===== src/rtl/cover_hit_collector_pkg.sv =====
// Shared types and helpers for the cover hit collector.
package cover_pkg;

  // Readout handshake states.
  typedef enum logic {
    IDLE = 1'b0,
    RESP = 1'b1
  } fsm_e;

  localparam int CNT_W_DEF = 8;
  localparam int TS_W_DEF  = 16;

  // Per-event record at the default widths; modules with other widths
  // declare an equivalent record locally.
  typedef struct packed {
    logic                 hit;
    logic                 sat;
    logic [CNT_W_DEF-1:0] cnt;
    logic [TS_W_DEF-1:0]  first_ts;
  } evt_rec_t;

  // Saturating increment on a 32-bit carrier (counter widths up to 32).
  function automatic logic [31:0] sat_inc(input logic [31:0] val,
                                          input logic [31:0] max_val);
    return (val >= max_val) ? val : val + 32'd1;
  endfunction

endpackage


===== src/rtl/cover_hit_collector_evt_slice.sv =====
// One event's bookkeeping: edge detect, saturating counter, sticky flag
// and first-hit stamp.
module cover_evt_slice
  import cover_pkg::*;
#(
  parameter int CNT_W     = 8,
  parameter int TS_W      = 16,
  parameter int EDGE_MODE = 0
) (
  input  logic             clk,
  input  logic             rst,
  input  logic             evt,
  input  logic             clr,
  input  logic [TS_W-1:0]  ts,
  output logic             hit,
  output logic             sat,
  output logic [CNT_W-1:0] cnt,
  output logic [TS_W-1:0]  first_ts
);

  localparam logic [31:0] CNT_MAX = (CNT_W >= 32) ? 32'hFFFF_FFFF
                                                  : ((32'd1 << CNT_W) - 32'd1);

  logic evt_q;
  logic counted;

  // A sampled event counts either on level or only on its rising edge.
  always_comb begin
    counted = evt;
    if (EDGE_MODE != 0) begin
      counted = evt & ~evt_q;
    end
  end

  assign sat = (32'(cnt) == CNT_MAX);

  // Clear beats same-cycle hits; evt_q keeps tracking so a held level is not re-counted.
  always_ff @(posedge clk or posedge rst) begin
    if (rst) begin
      evt_q    <= 1'b0;
      hit      <= 1'b0;
      cnt      <= '0;
      first_ts <= '0;
    end else begin
      evt_q <= evt;
      if (clr) begin
        hit      <= 1'b0;
        cnt      <= '0;
        first_ts <= '0;
      end else if (counted) begin
        cnt <= CNT_W'(sat_inc(32'(cnt), CNT_MAX));
        hit <= 1'b1;
        if (!hit) begin
          first_ts <= ts;
        end
      end
    end
  end

endmodule


===== src/rtl/cover_hit_collector.sv =====
// Cover hit collector: per-event slices, free-running cycle stamp and a
// valid/ready readout port returning one event snapshot per request.
module cover_hit_collector
  import cover_pkg::*;
#(
  parameter int N_EVT     = 8,
  parameter int CNT_W     = 8,
  parameter int TS_W      = 16,
  parameter int EDGE_MODE = 0,
  localparam int IDX_W    = (N_EVT > 1) ? $clog2(N_EVT) : 1
) (
  input  logic             clk,
  input  logic             rst,
  input  logic [N_EVT-1:0] evt_i,
  input  logic             clr_i,
  input  logic             rd_valid_i,
  input  logic [IDX_W-1:0] rd_idx_i,
  output logic             rd_ready_o,
  output logic             resp_valid_o,
  input  logic             resp_ready_i,
  output logic             resp_hit_o,
  output logic             resp_sat_o,
  output logic [CNT_W-1:0] resp_cnt_o,
  output logic [TS_W-1:0]  resp_ts_o,
  output logic             resp_err_o,
  output logic             all_covered_o,
  output logic [N_EVT-1:0] hit_vec_o
);

  typedef struct packed {
    logic             hit;
    logic             sat;
    logic [CNT_W-1:0] cnt;
    logic [TS_W-1:0]  first_ts;
  } rec_t;

  logic [TS_W-1:0]  ts;
  logic [N_EVT-1:0] hit_w;
  logic [N_EVT-1:0] sat_w;
  logic [CNT_W-1:0] cnt_w [N_EVT];
  logic [TS_W-1:0]  fts_w [N_EVT];

  fsm_e state, state_next;
  logic load;
  logic idx_err;
  rec_t sel_rec;

  // Free-running cycle stamp; reads 0 at the first edge after reset.
  always_ff @(posedge clk or posedge rst) begin
    if (rst) begin
      ts <= '0;
    end else begin
      ts <= ts + TS_W'(1);
    end
  end

  for (genvar g = 0; g < N_EVT; g++) begin : g_slice
    cover_evt_slice #(
      .CNT_W     (CNT_W),
      .TS_W      (TS_W),
      .EDGE_MODE (EDGE_MODE)
    ) u_slice (
      .clk      (clk),
      .rst      (rst),
      .evt      (evt_i[g]),
      .clr      (clr_i),
      .ts       (ts),
      .hit      (hit_w[g]),
      .sat      (sat_w[g]),
      .cnt      (cnt_w[g]),
      .first_ts (fts_w[g])
    );
  end

  // Hit flags are already registered in the slices, so these track the counters.
  assign hit_vec_o     = hit_w;
  assign all_covered_o = &hit_w;

  // Select the pre-update state of the requested event; out-of-range reads all-zero.
  always_comb begin
    sel_rec = '0;
    idx_err = (32'(rd_idx_i) >= 32'(N_EVT));
    if (!idx_err) begin
      sel_rec.hit      = hit_w[rd_idx_i];
      sel_rec.sat      = sat_w[rd_idx_i];
      sel_rec.cnt      = cnt_w[rd_idx_i];
      sel_rec.first_ts = fts_w[rd_idx_i];
    end
  end

  // Readout state register.
  always_ff @(posedge clk or posedge rst) begin
    if (rst) begin
      state <= IDLE;
    end else begin
      state <= state_next;
    end
  end

  // Handshake decode: accept in IDLE, hold the response in RESP until consumed.
  always_comb begin
    state_next   = state;
    load         = 1'b0;
    rd_ready_o   = 1'b0;
    resp_valid_o = 1'b0;
    case (state)
      IDLE: begin
        rd_ready_o = 1'b1;
        if (rd_valid_i) begin
          load       = 1'b1;
          state_next = RESP;
        end
      end
      RESP: begin
        resp_valid_o = 1'b1;
        if (resp_ready_i) begin
          state_next = IDLE;
        end
      end
      default: state_next = IDLE;
    endcase
  end

  // Latched response; only an accept changes it, live updates never do.
  always_ff @(posedge clk or posedge rst) begin
    if (rst) begin
      resp_hit_o <= 1'b0;
      resp_sat_o <= 1'b0;
      resp_cnt_o <= '0;
      resp_ts_o  <= '0;
      resp_err_o <= 1'b0;
    end else if (load) begin
      resp_hit_o <= sel_rec.hit;
      resp_sat_o <= sel_rec.sat;
      resp_cnt_o <= sel_rec.cnt;
      resp_ts_o  <= sel_rec.first_ts;
      resp_err_o <= idx_err;
    end
  end

endmodule


===== config.mk =====
export PLATFORM = sky130hd
export DESIGN_NAME = cover_hit_collector
export DESIGN_NICKNAME = d
export VERILOG_FILES = /design/src/rtl/cover_hit_collector_pkg.sv /design/src/rtl/cover_hit_collector_evt_slice.sv /design/src/rtl/cover_hit_collector.sv
export SDC_FILE = /design/constraint.sdc
export NUM_CORES = 1
export LEC_CHECK = 0
export CAP_MARGIN = 20
export CORE_MARGIN = 2
export CORE_UTILIZATION = 55
export DETAILED_ROUTE_END_ITERATION = 8
export PLACE_DENSITY = 0.76
export SYNTH_ARGS = -nofsm -noshare
export SYNTH_HDL_FRONTEND = slang
export SYNTH_SLANG_ARGS = --single-unit

===== constraint.sdc =====
create_clock -name clk -period 7.65 [get_ports clk]
set_input_delay 1.53 -clock clk [delete_from_list [all_inputs] [get_ports clk]]
set_output_delay 1.53 -clock clk [all_outputs]
set_load 0.01 [all_outputs]

==> results of run 1 <==
## flip-flops by register name, summed over array words and instances (netlist names)
register	cells
g_slice.u_slice.first_ts	128
g_slice.u_slice.cnt	64
resp_ts_o	16
ts	16
g_slice.u_slice.hit	8
resp_cnt_o	8
resp_hit_o	1
resp_sat_o	1
state	1
## cell type report
| cell class | instances | area (sq um) | share of cell area |
|---|---|---|---|
| Timing Repair Buffer | 65 | 639 | 0.0486 |
| Multi-Input combinational cell | 847 | 5300 | 0.403 |
| Inverter | 9 | 37.5 | 0.00285 |
| Clock buffer | 37 | 711 | 0.0540 |
| Tap cell | 275 | 344 | 0.0261 |
| Sequential cell | 243 | 6080 | 0.462 |
| Clock inverter | 3 | 43.8 | 0.00333 |
## critical path, delay by kind of cell, from the launching register on
family	cells	cell delay [ns]
buffers and inverters	1	0.54
flip-flops	1	0.52
AND/OR/NAND/NOR	2	0.25
## power groups by stage
stage | sequential, mW | clock (mW) | combinational (mW)
after floorplan | 1.37 | 0 | 0.166
after global placement | 1.37 | 0 | 0.245
after detailed placement | 1.38 | 0 | 0.250
after CTS | 1.35 | 1.16 | 0.251
after global routing | 1.36 | 1.21 | 0.276
final | 1.35 | 1.15 | 0.251
## stage by stage
stage	hold WS, ns	cell area, sq um
after global placement	0.468	12400
after floorplan	0.487	11900
after CTS	0.492	13100
after global routing	0.521	13200
final	0.487	13200
after detailed placement	0.478	12400
## synth_stat cells, types with 10 or more instances
cell        n  area share
nand2_1   309       0.097
dfrtp_1   243        0.51
a21oi_1   137       0.058
nor2_1     83       0.026
clkbuf_1   64       0.020
mux4_2     49       0.093
mux2i_1    33       0.028
nand3_1    30       0.013
xnor2_1    28       0.021
o21ai_1    26       0.011
xor2_1     26       0.019
buf_2      19      0.0080
nand4_1    16      0.0084
nor3_1     13      0.0055
buf_4      11      0.0069
nor2b_1    10      0.0053
## cell families (layout without fill, tap and decap cells)
| group | Yosys count | after routing | share of synthesized area |
|---|---|---|---|
| buf+inv | 111 | 114 | 0.0442 |
| xor+xnor | 54 | 54 | 0.0397 |
| fa+ha+maj | 9 | 9 | 0.00946 |
| compound gates | 196 | 196 | 0.0892 |
| other cells | 1 | 1 | 0.000315 |
| flops | 243 | 243 | 0.511 |
| mux | 83 | 83 | 0.123 |
| simple gates | 504 | 504 | 0.184 |
## path summary, 6_finish.rpt
path	slack, ns	cells after the start	end	from
worst max-delay path	4.29	3	all_covered_o	g_slice[4].u_slice.hit
worst min-delay path	0.49	2	resp_ts_o[15]	resp_ts_o[15]
worst max register to register	5.79	4	resp_sat_o	state
worst min register to register	0.49	2	resp_ts_o[15]	resp_ts_o[15]
max in group asynchronous	4.92	4	g_slice[3].u_slice.cnt[3]	rst
min in group asynchronous	1.57	2	resp_ts_o[4]	rst
## per-layer routing
metal  up-vias  track usage
met5         -            0
met4         0       0.0570
met3        42       0.0509
met2       314        0.400
met1      4496        0.383
li1       4073            -
==> impl_metrics.csv, run 1 <==
group,metric,value,unit
status,status,"finished, final reports clean",
sta,clock_skew,0.0123,ns
synthesis,dominantRegCellSynth,"dfrtp_1",
cells_and_area,layout_commonest_cell,"nand2_1",
synthesis,synthCells,1201,
die,core-area,21200,sq um
cells_and_area,n_fill_cell,1678,
cells_and_area,syn_to_final_growth,10.5,%
route,ant_nets,0,
placed_design,gp_congestion,0.824,
die,die_w,151,um
clock_network,post-cts-setup-buffers,0,
cells_and_area,post-route-util,0.622,
synthesis,ys_warn_count,0,
route,wl_per_cell,19.1,um
route,drtIter0Drc,836,
die,die_y,151,um
synthesis,synth_edf_count,0,
pwr,power_density,210,nW/um^2
synthesis,syn_area,11900,sq um
worst_setup_path,crit_slowest_cell,"clkdlybuf4s50_1",
cells_and_area,final_cells,1479,
global_routing,overflow,0,
cells_and_area,fin_nets,1216,
pwr,p_clk_frac,0.419,
route,route.met2.wl,13.1,mm
clock_network,cts.sinks,243,
pwr,total_power,2.76,mW
clock_network,clkSlewWorstSetupHoldPaths,0.06,ns
clock_network,cts_tree,"done",
sta,max_slew_margin,0.291,
die,std_cell_rows,53,
placed_design,pre_cts_slack,3.93,ns
sta,tns,0,ns
worst_setup_path,worst-path-max-fanout,6,
pwr,p_leak,5.51,nW
clock_network,clock-root-buffer,"clkbuf_16",
worst_setup_path,worstPathCellList,"nand4_1, nor2_1, clkdlybuf4s50_1",
synthesis,syn_avg_cell_area,9.91,sq um
sta,period_share,0.439,
sta,tightest_slew,1.06,ns
die,initial_core_util,0.563,
route,vias,8925,
synthesis,yosysUniqueCellTypes,54,
clock_network,cts_buffers,25,
placed_design,io_buffer_count,52,
route,routed_wirelength,28.2,mm
worst_setup_path,path_class,"reg2out",
worst_setup_path,worstPathArrival,1.83,ns
global_routing,grt_max_degree,120,
route,firstDrtPassIters,5,
die,dieArea,22800,sq um
route,drt-met1-wl,12.6,mm
worst_setup_path,worstPathRequired,6.12,ns
sta,finalMaxSlewViolations,0,
pwr,switching_share,0.247,
synthesis,ys_async_sr_fraction,1.00,
worst_setup_path,cp-end-kind,"primary output",
worst_setup_path,slowest_delay,0.54,ns
global_routing,grt_pass1_vias,8668,
pwr,power_switching,0.681,mW
pwr,p_int,2.08,mW
clock_network,cts.repair.resized,0,
global_routing,grt_pass1_wl,46.4,mm
cells_and_area,antenna_cells,0,
clock_network,cts.path.max_buffers,3,
die,io_pins,54,
sta,fin_ws,4.29,ns
sta,fmax,298,MHz
synthesis,yosysSeqAreaShare,0.511,
job,maxCapViolCount,0,
sta,fin_crit,3.36,ns
cells_and_area,drive_above_1_share,0.0939,
cells_and_area,final_cell_mix,"nand2_1, dfrtp_1, a21oi_1",
route,drc,0,
sta,rsz0062_at_grt,"no",
global_routing,antenna_found_initial,0,
worst_setup_path,start_kind,"flip-flop",
clock_network,ctsHoldBuffers,0,
pwr,combinationalPowerShare,0.091,
pwr,ir_worst_vdd,126,uV
placed_design,post-dp-hpwl,17.6,mm
sta,hold_viol_final,0,
worst_hold_path,hold_class,"reg2reg",
route,top_layer_used,"met4",
route,vias_per_cell,6.03,
synthesis,syn_nets,1226,
sta,setup_violations,0,
synthesis,ys_ff_latch,243,
pwr,seq_power_share,0.490,
clock_network,htree_levels,1,
placed_design,place_inst,1438,
global_routing,grt_usage,0.258,
clock_network,clkLatencyLatePin,0.53,ns
route,met3_length,2.00,mm
Note: power is estimated with default switching activity, not from simulation.
==> inputs of run 2 (changes only) <==
==> constraint.sdc (replaced) <==
create_clock -name clk -period 3.05 [get_ports clk]
set_input_delay 0.61 -clock clk [delete_from_list [all_inputs] [get_ports clk]]
set_output_delay 0.61 -clock clk [all_outputs]
set_load 0.01 [all_outputs]
==> run 2 against run 1 <==
  * Sequential power increased to 2.5 times the previous value
  * Non-clock buffer count increased by 11
  * Largest power group is now clock
  * Sequential share of layout area decreased by 1.2 points
  * Highest routed layer unchanged
==> impl_metrics.csv, run 2 (synthesis results as in run 1) <==
group,metric,value,unit
route,drtIter0Drc,890,
worst_setup_path,crit_family,"buffers and inverters",
clock_network,post-cts-setup-buffers,0,
global_routing,grt_usage,0.263,
worst_hold_path,hold_class,"in2async",
worst_setup_path,crit_slowest_cell,"clkdlybuf4s50_1",
worst_setup_path,worstPathCellList,"nand4_1, nor2_1, clkdlybuf4s50_1",
die,die_y,151,um
route,wl_per_cell,19.4,um
sta,finalMaxSlewViolations,0,
cells_and_area,fin_nets,1228,
clock_network,clock-root-buffer,"clkbuf_16",
clock_network,cts_tree,"done",
cells_and_area,largest_reg_flops,128,
worst_setup_path,timing.rr.start,"g_slice[7].u_slice.cnt[0]",
placed_design,gp_congestion,0.904,
route,routed_wirelength,29.1,mm
worst_setup_path,worstPathRequired,2.44,ns
cells_and_area,stdcell_area,13500,sq um
global_routing,grt_max_degree,82,
cells_and_area,syn_to_final_growth,13.5,%
cells_and_area,layout_commonest_cell,"nand2_1",
clock_network,cts.sinks,243,
cells_and_area,final_cell_mix,"nand2_1, dfrtp_1, a21oi_1",
worst_setup_path,start_kind,"flip-flop",
placed_design,io_buffer_count,52,
worst_setup_path,cp_num_buf_inv,1,
clock_network,cts.repair.resized,0,
global_routing,grt_pass1_wl,47.1,mm
clock_network,clkSlewWorstSetupHoldPaths,0.06,ns
worst_setup_path,worst-path-max-fanout,6,
clock_network,cts.path.max_buffers,3,
worst_setup_path,worstPathArrival,1.84,ns
worst_setup_path,slowest_delay,0.54,ns
status,status,"finished, final reports clean",
clock_network,clkLatencyLatePin,0.53,ns
cells_and_area,biggestRegsByFlops,"g_slice.u_slice.first_ts: 128 flops, g_slice.u_slice.cnt: 64 flops",
cells_and_area,largest_register,"g_slice.u_slice.first_ts",
pwr,p_leak,5.70,nW
worst_setup_path,cp-end-kind,"primary output",
route,vias,9027,
worst_setup_path,path_class,"reg2out",
route,firstDrtPassIters,5,
route,ant_nets,0,
job,maxCapViolCount,0,
cells_and_area,drive_above_1_share,0.111,
sta,fmax,409,MHz
sta,clock_skew,0.00703,ns
pwr,power_density,559,nW/um^2
clock_network,ctsHoldBuffers,0,
placed_design,post-dp-hpwl,19.1,mm
die,dieArea,22800,sq um
die,io_pins,54,
clock_network,htree_levels,1,
sta,tightest_slew,0.916,ns
sta,fin_crit,2.45,ns
global_routing,overflow,0,
sta,period_share,0.802,
die,die_w,151,um
pwr,ir_worst_vdd,329,uV
cells_and_area,n_fill_cell,1615,
sta,tns,0,ns
cells_and_area,antenna_cells,0,
die,std_cell_rows,53,
sta,rsz0062_at_grt,"no",
clock_network,cts_buffers,26,
sta,max_slew_margin,0.389,
sta,setup_violations,0,
global_routing,antenna_found_initial,0,
pwr,total_power,7.56,mW
worst_setup_path,cp-startpoint,"g_slice[4].u_slice.hit",
die,core-area,21200,sq um
route,vias_per_cell,6.03,
route,drc,0,
placed_design,placed_area,12500,sq um
sta,hold_viol_final,0,
global_routing,grt_pass1_vias,8662,
die,initial_core_util,0.563,
## run 2: layer usage
metal	global-route usage	vias up	share of wire
li1	-	4109	-
met1	0.400	4538	0.44
met2	0.407	344	0.47
met3	0.0352	36	0.078
met4	0.0607	0	0.012
met5	0	-	0
## run 2: area by class of cell
class / instances / area, sq um / share of cell area
well taps: 275 / 344 / 0.0255
clock buffers: 36 / 759 / 0.0562
multi-input cells: 847 / 5300 / 0.392
inverters: 9 / 37.5 / 0.00278
repair buffers: 76 / 777 / 0.0575
flip-flops and latches: 243 / 6080 / 0.450
clock inverters: 12 / 210 / 0.0156
## run 2: path summary, 6_finish.rpt
kind                                                   end  slack (ns)  cells after the start
setup reg to reg                 g_slice[7].u_slice.cnt[6]        1.25                      6
min in group clk                             resp_cnt_o[2]        0.48                      2
max in group asynchronous  g_slice[2].u_slice.first_ts[15]        1.94                      3
hold reg to reg                              resp_cnt_o[2]        0.48                      2
hold / removal              g_slice[7].u_slice.first_ts[4]        0.43                      2
setup / recovery                             all_covered_o        0.60                      3
## run 2: through the flow
step	instances	hold WS, ns	utilization	setup WS [ns]
floorplan	1201	0.487	-	-0.750
global placement	1450	0.466	0.593	0.722
detailed placement	1450	0.474	0.593	0.688
CTS	1498	0.440	0.639	0.603
global route	1498	0.460	0.639	0.558
finish	1498	0.434	0.639	0.604
## run 2: where the power goes
part | total [mW] | leakage, nW | switching [mW] | internal, mW
clock | 3.51 | 0.482 | 1.27 | 2.24
sequential | 3.39 | 3.33 | 0.0882 | 3.31
combinational | 0.647 | 1.89 | 0.405 | 0.242
total | 7.56 | 5.70 | 1.77 | 5.79
==> inputs of run 3 (changes only) <==
--- a/config.mk
+++ b/config.mk
@@ -9,7 +9,7 @@
 export CORE_MARGIN = 2
 export CORE_UTILIZATION = 55
 export DETAILED_ROUTE_END_ITERATION = 8
-export PLACE_DENSITY = 0.76
+export PLACE_DENSITY = 0.74
 export SYNTH_ARGS = -nofsm -noshare
 export SYNTH_HDL_FRONTEND = slang
 export SYNTH_SLANG_ARGS = --single-unit
==> constraint.sdc (replaced) <==
create_clock -name clk -period 2.4 [get_ports clk]
set_input_delay 0.48 -clock clk [delete_from_list [all_inputs] [get_ports clk]]
set_output_delay 0.48 -clock clk [all_outputs]
set_load 0.01 [all_outputs]
==> run 3 against run 2 <==
  * Global-route usage up 0.18 points
  * First-iteration DRC count down 5.5%
  * Worst hold slack worse by 0.055 ns
  * Combinational power up 33%
  * Worst setup slack worse by 0.53 ns
==> impl_metrics.csv, run 3 (synthesis results as in run 1) <==
group,metric,value,unit
pwr,ir_worst_vdd,448,uV
global_routing,grt_usage,0.265,
sta,whs,0.378,ns
worst_setup_path,r2r_slack,0.56,ns
cells_and_area,largest_register,"g_slice.u_slice.first_ts",
die,io_pins,54,
die,std_cell_rows,53,
cells_and_area,post-route-util,0.643,
route,wl_per_cell,19.4,um
pwr,p_leak,5.76,nW
cells_and_area,fin_nets,1244,
worst_setup_path,start_kind,"flip-flop",
clock_network,cts.sinks,243,
clock_network,post-cts-setup-buffers,0,
route,drc,0,
cells_and_area,biggestRegsByFlops,"g_slice.u_slice.first_ts: 128 flops, g_slice.u_slice.cnt: 64 flops",
worst_setup_path,path_class,"reg2out",
worst_setup_path,worstPathRequired,1.92,ns
die,initial_core_util,0.563,
job,maxCapViolCount,0,
placed_design,pre_cts_slack,0.387,ns
status,status,"finished, final reports clean",
cells_and_area,n_fill_cell,1606,
die,die_w,151,um
cells_and_area,antenna_cells,0,
clock_network,clkSlewWorstSetupHoldPaths,0.06,ns
placed_design,placed_area,12700,sq um
pwr,power_density,682,nW/um^2
sta,finalMaxSlewViolations,0,
route,firstDrtPassIters,5,
cells_and_area,drive_above_1_share,0.121,
global_routing,overflow,0,
worst_setup_path,timing.rr.start,"g_slice[1].u_slice.cnt[0]",
sta,max_slew_margin,0.639,
placed_design,gp_congestion,0.886,
clock_network,cts.repair.resized,0,
worst_hold_path,hold-path-cell-count,2,
sta,rsz0062_at_grt,"no",
clock_network,ctsHoldBuffers,0,
worst_setup_path,r2r_cells,7,
clock_network,clkLatencyLatePin,0.52,ns
clock_network,cts_tree,"done",
cells_and_area,final_cell_mix,"nand2_1, dfrtp_1, a21oi_1",
global_routing,grt_pass1_vias,8692,
sta,fin_crit,2.33,ns
die,dieArea,22800,sq um
route,drtIter0Drc,841,
route,vias,9072,
route,ant_nets,0,
sta,fmax,429,MHz
placed_design,io_buffer_count,52,
sta,setup_violations,0,
clock_network,clock-root-buffer,"clkbuf_16",
route,vias_per_cell,6.00,
sta,clock_skew,0.0120,ns
sta,tightest_slew,0.541,ns
die,die_y,151,um
placed_design,post-dp-hpwl,19.2,mm
sta,tns,0,ns
sta,fin_ws,0.0712,ns
worst_hold_path,min_from,"clr_i",
worst_setup_path,worst-path-max-fanout,6,
cells_and_area,largest_reg_flops,128,
global_routing,grt_pass1_wl,47.1,mm
worst_setup_path,cp-end-kind,"primary output",
route,routed_wirelength,29.4,mm
cells_and_area,layout_commonest_cell,"nand2_1",
worst_hold_path,hold_class,"in2reg",
sta,hold_viol_final,0,
sta,period_share,0.970,
global_routing,grt_max_degree,101,
worst_setup_path,worstPathArrival,1.85,ns
cells_and_area,multi_input_area,5300,sq um
cells_and_area,stdcell_area,13600,sq um
global_routing,antenna_found_initial,1,
clock_network,cts_buffers,26,
cells_and_area,seqCellArea,6080,sq um
clock_network,cts.path.max_buffers,3,
die,core-area,21200,sq um
clock_network,htree_levels,1,
cells_and_area,syn_to_final_growth,14.3,%
worst_setup_path,cp-startpoint,"g_slice[4].u_slice.hit",
-- run 3: cell count changes in the layout (fill, tap and decap cells not counted) --
cell       before  now
bufinv_16       6    2
buf_4          18   30
clkbuf_8        5    9
clkinv_2        6    3
buf_12          7   11
clkinv_4        0    1
-- run 3: final timing paths --
kind | endpoint
worst max-delay path | all_covered_o
worst min-delay path | g_slice[2].u_slice.first_ts[2]
worst max register to register | resp_sat_o
worst min register to register | resp_hit_o
max in group asynchronous | g_slice[5].u_slice.cnt[0]
min in group asynchronous | g_slice[4].u_slice.first_ts[10]
-- run 3: cell type report --
class / count / share of cell area
Multi-Input combinational cell: 847 / 0.390
Timing Repair Buffer: 92 / 0.0696
Clock inverter: 6 / 0.00616
Inverter: 9 / 0.00276
Clock buffer: 40 / 0.0598
Sequential cell: 243 / 0.447
Tap cell: 275 / 0.0253
-- run 3: metal layers --
metal	routed length, um	track usage	vias to the layer above
li1	-	-	4142
met1	13100	0.395	4558
met2	13700	0.412	327
met3	2020	0.0383	43
met4	572	0.0715	2
met5	10	0	-
-- run 3: where the power goes --
group | internal [mW] | switching [mW]
Combinational | 0.335 | 0.523
Clock | 2.53 | 1.57
Sequential | 4.20 | 0.111
-- run 3: worst max-delay path, cell delays in order (launching register included) --
cell and delay, ns:
dfrtp_1 0.54, nand4_1 0.14, nor2_1 0.12, clkdlybuf4s50_1 0.53
-- run 3: metrics by stage --
step	cells	power (mW)
6_report	1512	9.28
5_1_grt	1512	9.59
4_1_cts	1512	9.33
3_5_place_dp	1466	5.24
3_3_place_gp	1466	5.23
2_1_floorplan	1201	4.89
